<file path="src/rtl/uart_ctrl_pkg.sv">
// Shared definitions for the UART MMIO controller: register map, STATUS/CTRL
// bit positions and the TX sequencing state encoding.
package uart_ctrl_pkg;

    localparam logic [1:0] ADDR_DATA   = 2'd0;
    localparam logic [1:0] ADDR_STATUS = 2'd1;
    localparam logic [1:0] ADDR_BAUD   = 2'd2;
    localparam logic [1:0] ADDR_CTRL   = 2'd3;

    localparam int ST_RX_NONEMPTY = 0;
    localparam int ST_HOLD_FULL   = 1;
    localparam int ST_TX_ACTIVE   = 2;
    localparam int ST_RX_OVERRUN  = 3;
    localparam int ST_RX_FERR     = 4;
    localparam int ST_TX_DROP     = 5;

    localparam int CTRL_TX_EN     = 0;
    localparam int CTRL_RX_EN     = 1;
    localparam int CTRL_RX_IRQ_EN = 2;
    localparam int CTRL_TX_IRQ_EN = 3;
    localparam int CTRL_W         = 4;

    typedef enum logic [1:0] {
        TX_IDLE      = 2'd0,
        TX_LAUNCH    = 2'd1,
        TX_WAIT_BUSY = 2'd2,
        TX_WAIT_DONE = 2'd3
    } tx_state_e;

endpackage

</file>
<file path="src/rtl/uart_rx_fifo.sv">
// Small byte FIFO for received UART data. A pop in the same cycle as a push
// on a full FIFO frees the slot so the push is accepted.
module uart_rx_fifo #(
    parameter int FIFO_DEPTH = 4
) (
    input  logic       clk,
    input  logic       rst,
    input  logic       push_i,
    input  logic [7:0] push_data_i,
    input  logic       pop_i,
    output logic [7:0] head_o,
    output logic       full_o,
    output logic       empty_o
);

    localparam int AW = $clog2(FIFO_DEPTH);

    logic [AW:0] wr_ptr_q;
    logic [AW:0] rd_ptr_q;
    logic [7:0]  mem_q [FIFO_DEPTH];
    logic        pop_ok;
    logic        push_ok;

    // Extra pointer MSB distinguishes full from empty when the indices match.
    assign empty_o = (wr_ptr_q == rd_ptr_q);
    assign full_o  = (wr_ptr_q[AW] != rd_ptr_q[AW]) &&
                     (wr_ptr_q[AW-1:0] == rd_ptr_q[AW-1:0]);
    assign pop_ok  = pop_i && !empty_o;
    assign push_ok = push_i && (!full_o || pop_ok);
    assign head_o  = mem_q[rd_ptr_q[AW-1:0]];

    always_ff @(posedge clk) begin
        if (!rst) begin
            wr_ptr_q <= '0;
            rd_ptr_q <= '0;
        end else begin
            if (push_ok) wr_ptr_q <= wr_ptr_q + 1'b1;
            if (pop_ok)  rd_ptr_q <= rd_ptr_q + 1'b1;
        end
    end

    always_ff @(posedge clk) begin
        if (push_ok) mem_q[wr_ptr_q[AW-1:0]] <= push_data_i;
    end

endmodule

</file>
<file path="src/rtl/uart_mmio_ctrl.sv">
// Memory-mapped UART controller: register file, TX holding register and launch
// sequencer, RX FIFO, deferred baud divisor commit and level interrupt.
module uart_mmio_ctrl
    import uart_ctrl_pkg::*;
#(
    parameter int          FIFO_DEPTH  = 4,
    parameter logic [15:0] DEFAULT_DIV = 16'd434
) (
    input  logic        clk,
    input  logic        rst,
    input  logic [1:0]  addr,
    input  logic        we,
    input  logic        re,
    input  logic [31:0] wdata,
    output logic [31:0] rdata,
    output logic        irq,
    output logic [15:0] baud_div,
    output logic        tx_start,
    output logic [7:0]  tx_data,
    input  logic        tx_busy,
    input  logic        rx_valid,
    input  logic [7:0]  rx_data,
    input  logic        rx_ferr
);

    tx_state_e         state_q, state_d;
    logic [7:0]        hold_q, hold_d;
    logic              hold_full_q, hold_full_d;
    logic [7:0]        tx_data_q, tx_data_d;
    logic [CTRL_W-1:0] ctrl_q, ctrl_d;
    logic [15:0]       baud_pend_q, baud_pend_d;
    logic [15:0]       baud_div_q, baud_div_d;
    logic              overrun_q, overrun_d;
    logic              ferr_q, ferr_d;
    logic              tx_drop_q, tx_drop_d;
    logic [31:0]       rdata_q, rdata_d;
    logic              irq_q, irq_d;

    logic              rx_push;
    logic              rx_pop;
    logic [7:0]        fifo_head;
    logic              fifo_full;
    logic              fifo_empty;
    logic [31:0]       status_word;
    logic              unused_wdata;

    assign unused_wdata = ^wdata[31:16];

    assign rx_push = rx_valid && ctrl_q[CTRL_RX_EN];
    assign rx_pop  = re && (addr == ADDR_DATA);

    uart_rx_fifo #(
        .FIFO_DEPTH (FIFO_DEPTH)
    ) u_rx_fifo (
        .clk         (clk),
        .rst         (rst),
        .push_i      (rx_push),
        .push_data_i (rx_data),
        .pop_i       (rx_pop),
        .head_o      (fifo_head),
        .full_o      (fifo_full),
        .empty_o     (fifo_empty)
    );

    always_comb begin
        status_word                 = '0;
        status_word[ST_RX_NONEMPTY] = !fifo_empty;
        status_word[ST_HOLD_FULL]   = hold_full_q;
        status_word[ST_TX_ACTIVE]   = (state_q != TX_IDLE);
        status_word[ST_RX_OVERRUN]  = overrun_q;
        status_word[ST_RX_FERR]     = ferr_q;
        status_word[ST_TX_DROP]     = tx_drop_q;
    end

    always_comb begin
        state_d     = state_q;
        hold_d      = hold_q;
        hold_full_d = hold_full_q;
        tx_data_d   = tx_data_q;
        ctrl_d      = ctrl_q;
        baud_pend_d = baud_pend_q;
        baud_div_d  = baud_div_q;
        overrun_d   = overrun_q;
        ferr_d      = ferr_q;
        tx_drop_d   = tx_drop_q;
        rdata_d     = rdata_q;

        unique case (state_q)
            TX_IDLE: begin
                if (hold_full_q && ctrl_q[CTRL_TX_EN]) begin
                    state_d   = TX_LAUNCH;
                    tx_data_d = hold_q;
                end
            end
            TX_LAUNCH: begin
                hold_full_d = 1'b0;
                state_d     = TX_WAIT_BUSY;
            end
            TX_WAIT_BUSY: if (tx_busy)  state_d = TX_WAIT_DONE;
            TX_WAIT_DONE: if (!tx_busy) state_d = TX_IDLE;
            default:      state_d = TX_IDLE;
        endcase

        // Clear-on-write first so a coincident hardware set overrides it.
        if (we) begin
            unique case (addr)
                ADDR_DATA: begin
                    if (!hold_full_q) begin
                        hold_d      = wdata[7:0];
                        hold_full_d = 1'b1;
                    end else begin
                        tx_drop_d = 1'b1;
                    end
                end
                ADDR_STATUS: begin
                    if (wdata[ST_RX_OVERRUN]) overrun_d = 1'b0;
                    if (wdata[ST_RX_FERR])    ferr_d    = 1'b0;
                    if (wdata[ST_TX_DROP] && !(!hold_full_q && 1'b0)) tx_drop_d = tx_drop_d & 1'b0;
                end
                ADDR_BAUD: baud_pend_d = wdata[15:0];
                default:   ctrl_d      = wdata[CTRL_W-1:0];
            endcase
        end
        if (we && addr == ADDR_DATA && hold_full_q) tx_drop_d = 1'b1;

        if (rx_push && fifo_full && !rx_pop) overrun_d = 1'b1;
        if (rx_push && rx_ferr)              ferr_d    = 1'b1;

        if (state_q == TX_IDLE && !hold_full_q) baud_div_d = baud_pend_q;

        if (re) begin
            unique case (addr)
                ADDR_DATA:   rdata_d = fifo_empty ? 32'd0 : {24'd0, fifo_head};
                ADDR_STATUS: rdata_d = status_word;
                ADDR_BAUD:   rdata_d = {16'd0, baud_pend_q};
                default:     rdata_d = {{(32-CTRL_W){1'b0}}, ctrl_q};
            endcase
        end

        irq_d = (ctrl_q[CTRL_RX_IRQ_EN] && !fifo_empty) ||
                (ctrl_q[CTRL_TX_IRQ_EN] && !hold_full_q);
    end

    always_ff @(posedge clk) begin
        if (!rst) begin
            state_q     <= TX_IDLE;
            hold_q      <= '0;
            hold_full_q <= 1'b0;
            tx_data_q   <= '0;
            ctrl_q      <= '0;
            baud_pend_q <= DEFAULT_DIV;
            baud_div_q  <= DEFAULT_DIV;
            overrun_q   <= 1'b0;
            ferr_q      <= 1'b0;
            tx_drop_q   <= 1'b0;
            rdata_q     <= '0;
            irq_q       <= 1'b0;
        end else begin
            state_q     <= state_d;
            hold_q      <= hold_d;
            hold_full_q <= hold_full_d;
            tx_data_q   <= tx_data_d;
            ctrl_q      <= ctrl_d;
            baud_pend_q <= baud_pend_d;
            baud_div_q  <= baud_div_d;
            overrun_q   <= overrun_d;
            ferr_q      <= ferr_d;
            tx_drop_q   <= tx_drop_d;
            rdata_q     <= rdata_d;
            irq_q       <= irq_d;
        end
    end

    assign rdata    = rdata_q;
    assign irq      = irq_q;
    assign baud_div = baud_div_q;
    assign tx_start = (state_q == TX_LAUNCH);
    assign tx_data  = tx_data_q;

endmodule

</file>
<file path="config.mk">
export PLATFORM = sky130hd
export DESIGN_NAME = uart_mmio_ctrl
export DESIGN_NICKNAME = d
export VERILOG_FILES = /design/src/rtl/uart_ctrl_pkg.sv /design/src/rtl/uart_rx_fifo.sv /design/src/rtl/uart_mmio_ctrl.sv
export SDC_FILE = /design/constraint.sdc
export NUM_CORES = 1
export LEC_CHECK = 0
export CELL_PAD_IN_SITES_DETAIL_PLACEMENT = 0
export CELL_PAD_IN_SITES_GLOBAL_PLACEMENT = 2
export CORE_UTILIZATION = 44
export CTS_BUF_LIST = sky130_fd_sc_hd__clkbuf_8
export CTS_CLUSTER_SIZE = 12
export DETAILED_ROUTE_END_ITERATION = 10
export DONT_BUFFER_PORTS = 1
export GPL_ROUTABILITY_DRIVEN = 0
export PLACE_DENSITY = 0.91
export SETUP_SLACK_MARGIN = 0.5
export SKIP_LAST_GASP = 1
export SLEW_MARGIN = 40
export SYNTH_ARGS = -nofsm -noshare
export SYNTH_HDL_FRONTEND = slang
export SYNTH_SLANG_ARGS = --single-unit
</file>
<file path="constraint.sdc">
create_clock -name clk -period 5.1 [get_ports clk]
set_clock_uncertainty 0.1 [all_clocks]
set_input_delay 1.02 -clock clk [delete_from_list [all_inputs] [get_ports clk]]
set_output_delay 1.02 -clock clk [all_outputs]
set_load 0.05 [all_outputs]
</file>
==> impl_metrics.yaml <==
global_routing:
  grt_pass1_vias: 2937
  grt_pass1_wl_mm: 15.8
  overflow: 0
  antenna_found_initial: 0
  grt_usage: 0.187
  grt_max_degree: 85
route:
  drc: 0
  dr.pass1.iters: 4
  routedWlPerCell_microns: 16.2
  routed_wl_mm: 9.67
  vias: 3043
  ant_nets: 0
  drtIter0Drc: 208
  avgViaCountPerCell: 5.11
layout:
  final_nets: 506
  final_cells: 596
  synthToLayoutAreaGrowth_pct: 8.57
  fillers: 934
  antennaDiodeCount: 0
  layout-drive-gt1-share: 0.109
  final_common_cell: "nand2_1"
  final_cell_mix: "93 x nand2_1, 83 x dfxtp_1, 39 x a21boi_0, 32 x edfxtp_1, 27 x nand3_1"
die:
  core_sq_mm: 0.0105
  start_util: 0.461
  num_rows: 37
  die_h_microns: 107
  die_w_microns: 107
  io_pins: 107
  dieArea_sq_mm: 0.0114
power_and_ir_drop:
  power_density_mw_per_mm2: 395
  ir_worst_vdd_uv: 243
  total_leakage_power_uw: 0.00193
sta:
  min_period_over_period: 0.485
  hold_viol: 0
  rsz0062_at_grt: "false"
  setup_viol: 0
  fmax_mhz: 404
  tightest_slew_ns: 0.713
  drv_slew: 0
  finalSetupTns_ns: 0
  period_needed_ns: 2.47
  maxSlewHeadroom: 0.524
yosys:
  synth_ff_type: "dfxtp_1"
  yosys-top-cells-area: "dfxtp_1 34%, edfxtp_1 20%, nand2_1 7.2%, a21boi_0 6.0%, mux4_2 3.7%"
  synth_warnings: 0
  ys_ff_latch: 115
  synthesis.area_sq_mm: 0.00485
  synth_seq_area_share: 0.541
  synth_top_area_share: 0.343
  netlist_instances: 454
  synthArstFlopShare: 0
  synth_top_cell_by_area: "dfxtp_1"
  syn_area_per_cell_sq_um: 10.7
  synth-edff-count: 32
  synthDistinctLibCells: 45
setup_path:
  cp-end-kind: "output pin"
  crit_type: "flip-flop to output pin"
  cp_top_family: "adder cells"
  arrival_ns: 1.35
  critical_path.cell_chain: "inv_1, ha_1"
  cp_slowest_cell: "ha_1"
  slowest_delay_ns: 0.49
  crit_path_start_kind: "flip-flop"
  worstPathMaxFanout: 4
  cp.required_ns: 3.98
  path_buf_inv: 1
clock_network:
  cts_tree: "yes"
  insertion_delay_ns: 0.42
  ctsResizeCount: 0
  htree_levels: 4
  cts_made_buffers: 17
  clock_path_buffers: 2
  root_buffer: "clkbuf_8"
  clock_sinks: 115
  postCtsSetupBuffers: 0
  ctsHoldBuffers: 0
  clk_pin_slew_worst_paths_ns: 0.07
status:
  outcome: "finished, final reports clean"
placed_design:
  dp_cells: 564
  io_buffer_count: 0
  hpwl_mm: 6.74
run:
  cap_violations: 0
hold_path:
  hold_class: "flip-flop to flip-flop"
==> synthesized netlist by cell type (9+ instances only) <==
cell type and instances:
ha_1 10, nand2_1 93, dfxtp_1 83, buf_4 16
clkbuf_1 19, nand2b_1 10, nand3_1 27, edfxtp_1 32
mux2i_1 16, and2_1 9, a21boi_0 39, nor2b_1 24
==> state kept, by name, indices dropped and copies added (netlist names), 4 cells and up, named ones only <==
name             cells
hold_q               8
u_rx_fifo.mem_q     32
baud_pend_q         16
baud_div            16
ctrl_q               4
rdata               16
tx_data              8
==> tightest hold or removal path: cells and delay by family (launching register included) <==
kind            cells  cell delay [ns]
compound gates      1             0.07
simple gates        1             0.04
flops               1             0.31
==> final timing paths <==
| kind | from | end | slack (ns) | cells after the start |
|---|---|---|---|---|
| setup / recovery | state_q[1] | tx_start | 2.63 | 2 |
| hold reg to reg | hold_q[6] | hold_q[6] | 0.37 | 2 |
| setup reg to reg | flip-flop | rdata[3] | 3.09 | 3 |
| hold / removal | hold_q[6] | hold_q[6] | 0.37 | 2 |
==> cell type report <==
| class | count | area [sq um] | share of cell area |
|---|---|---|---|
| Sequential cell | 115 | 2620 | 0.498 |
| Multi-Input combinational cell | 307 | 2030 | 0.386 |
| Clock buffer | 17 | 234 | 0.0444 |
| Clock inverter | 15 | 183 | 0.0347 |
| Tap cell | 136 | 170 | 0.0323 |
| Inverter | 6 | 22.5 | 0.00428 |
==> kinds of logic after synthesis <==
| group | share of synthesized area |
|---|---|
| AO/OA/AOI/OAI | 0.122 |
| XOR/XNOR | 0.0173 |
| adder cells (fa/ha/maj) | 0.0258 |
| buffers and inverters | 0.0526 |
| flip-flops | 0.541 |
| multiplexers | 0.0725 |
| other | 0.000773 |
| AND/OR/NAND/NOR | 0.168 |
==> power by group <==
part	switching (uW)	leakage [uW]	internal [uW]
registers	79.1	0.000962	966
logic	109	0.000761	50.3
clock network	386	0.000204	486
total	574	0.00193	1500
==> stage by stage <==
step / hold slack, ns / area [sq um] / utilization / total power (uW) / worst slack (ns)
floorplan: 0.343 / 4900 / - / 1220 / 2.51
global placement: 0.353 / 4840 / 0.461 / 1220 / 2.20
detailed placement: 0.362 / 4850 / 0.461 / 1230 / 2.33
CTS: 0.372 / 5260 / 0.501 / 2100 / 2.59
global route: 0.396 / 5260 / 0.501 / 2170 / 2.54
finish: 0.367 / 5260 / 0.501 / 2080 / 2.63
==> layer usage <==
layer | up-vias | share of wire | track usage
met1 | 1433 | 0.46 | 0.241
li1 | 1522 | - | -
met3 | 2 | 0.072 | 0.0778
met2 | 86 | 0.47 | 0.279
met4 | 0 | 0.0036 | 0.0675
met5 | - | 0 | 0
No activity file was read; power rests on OpenSTA's default activity.
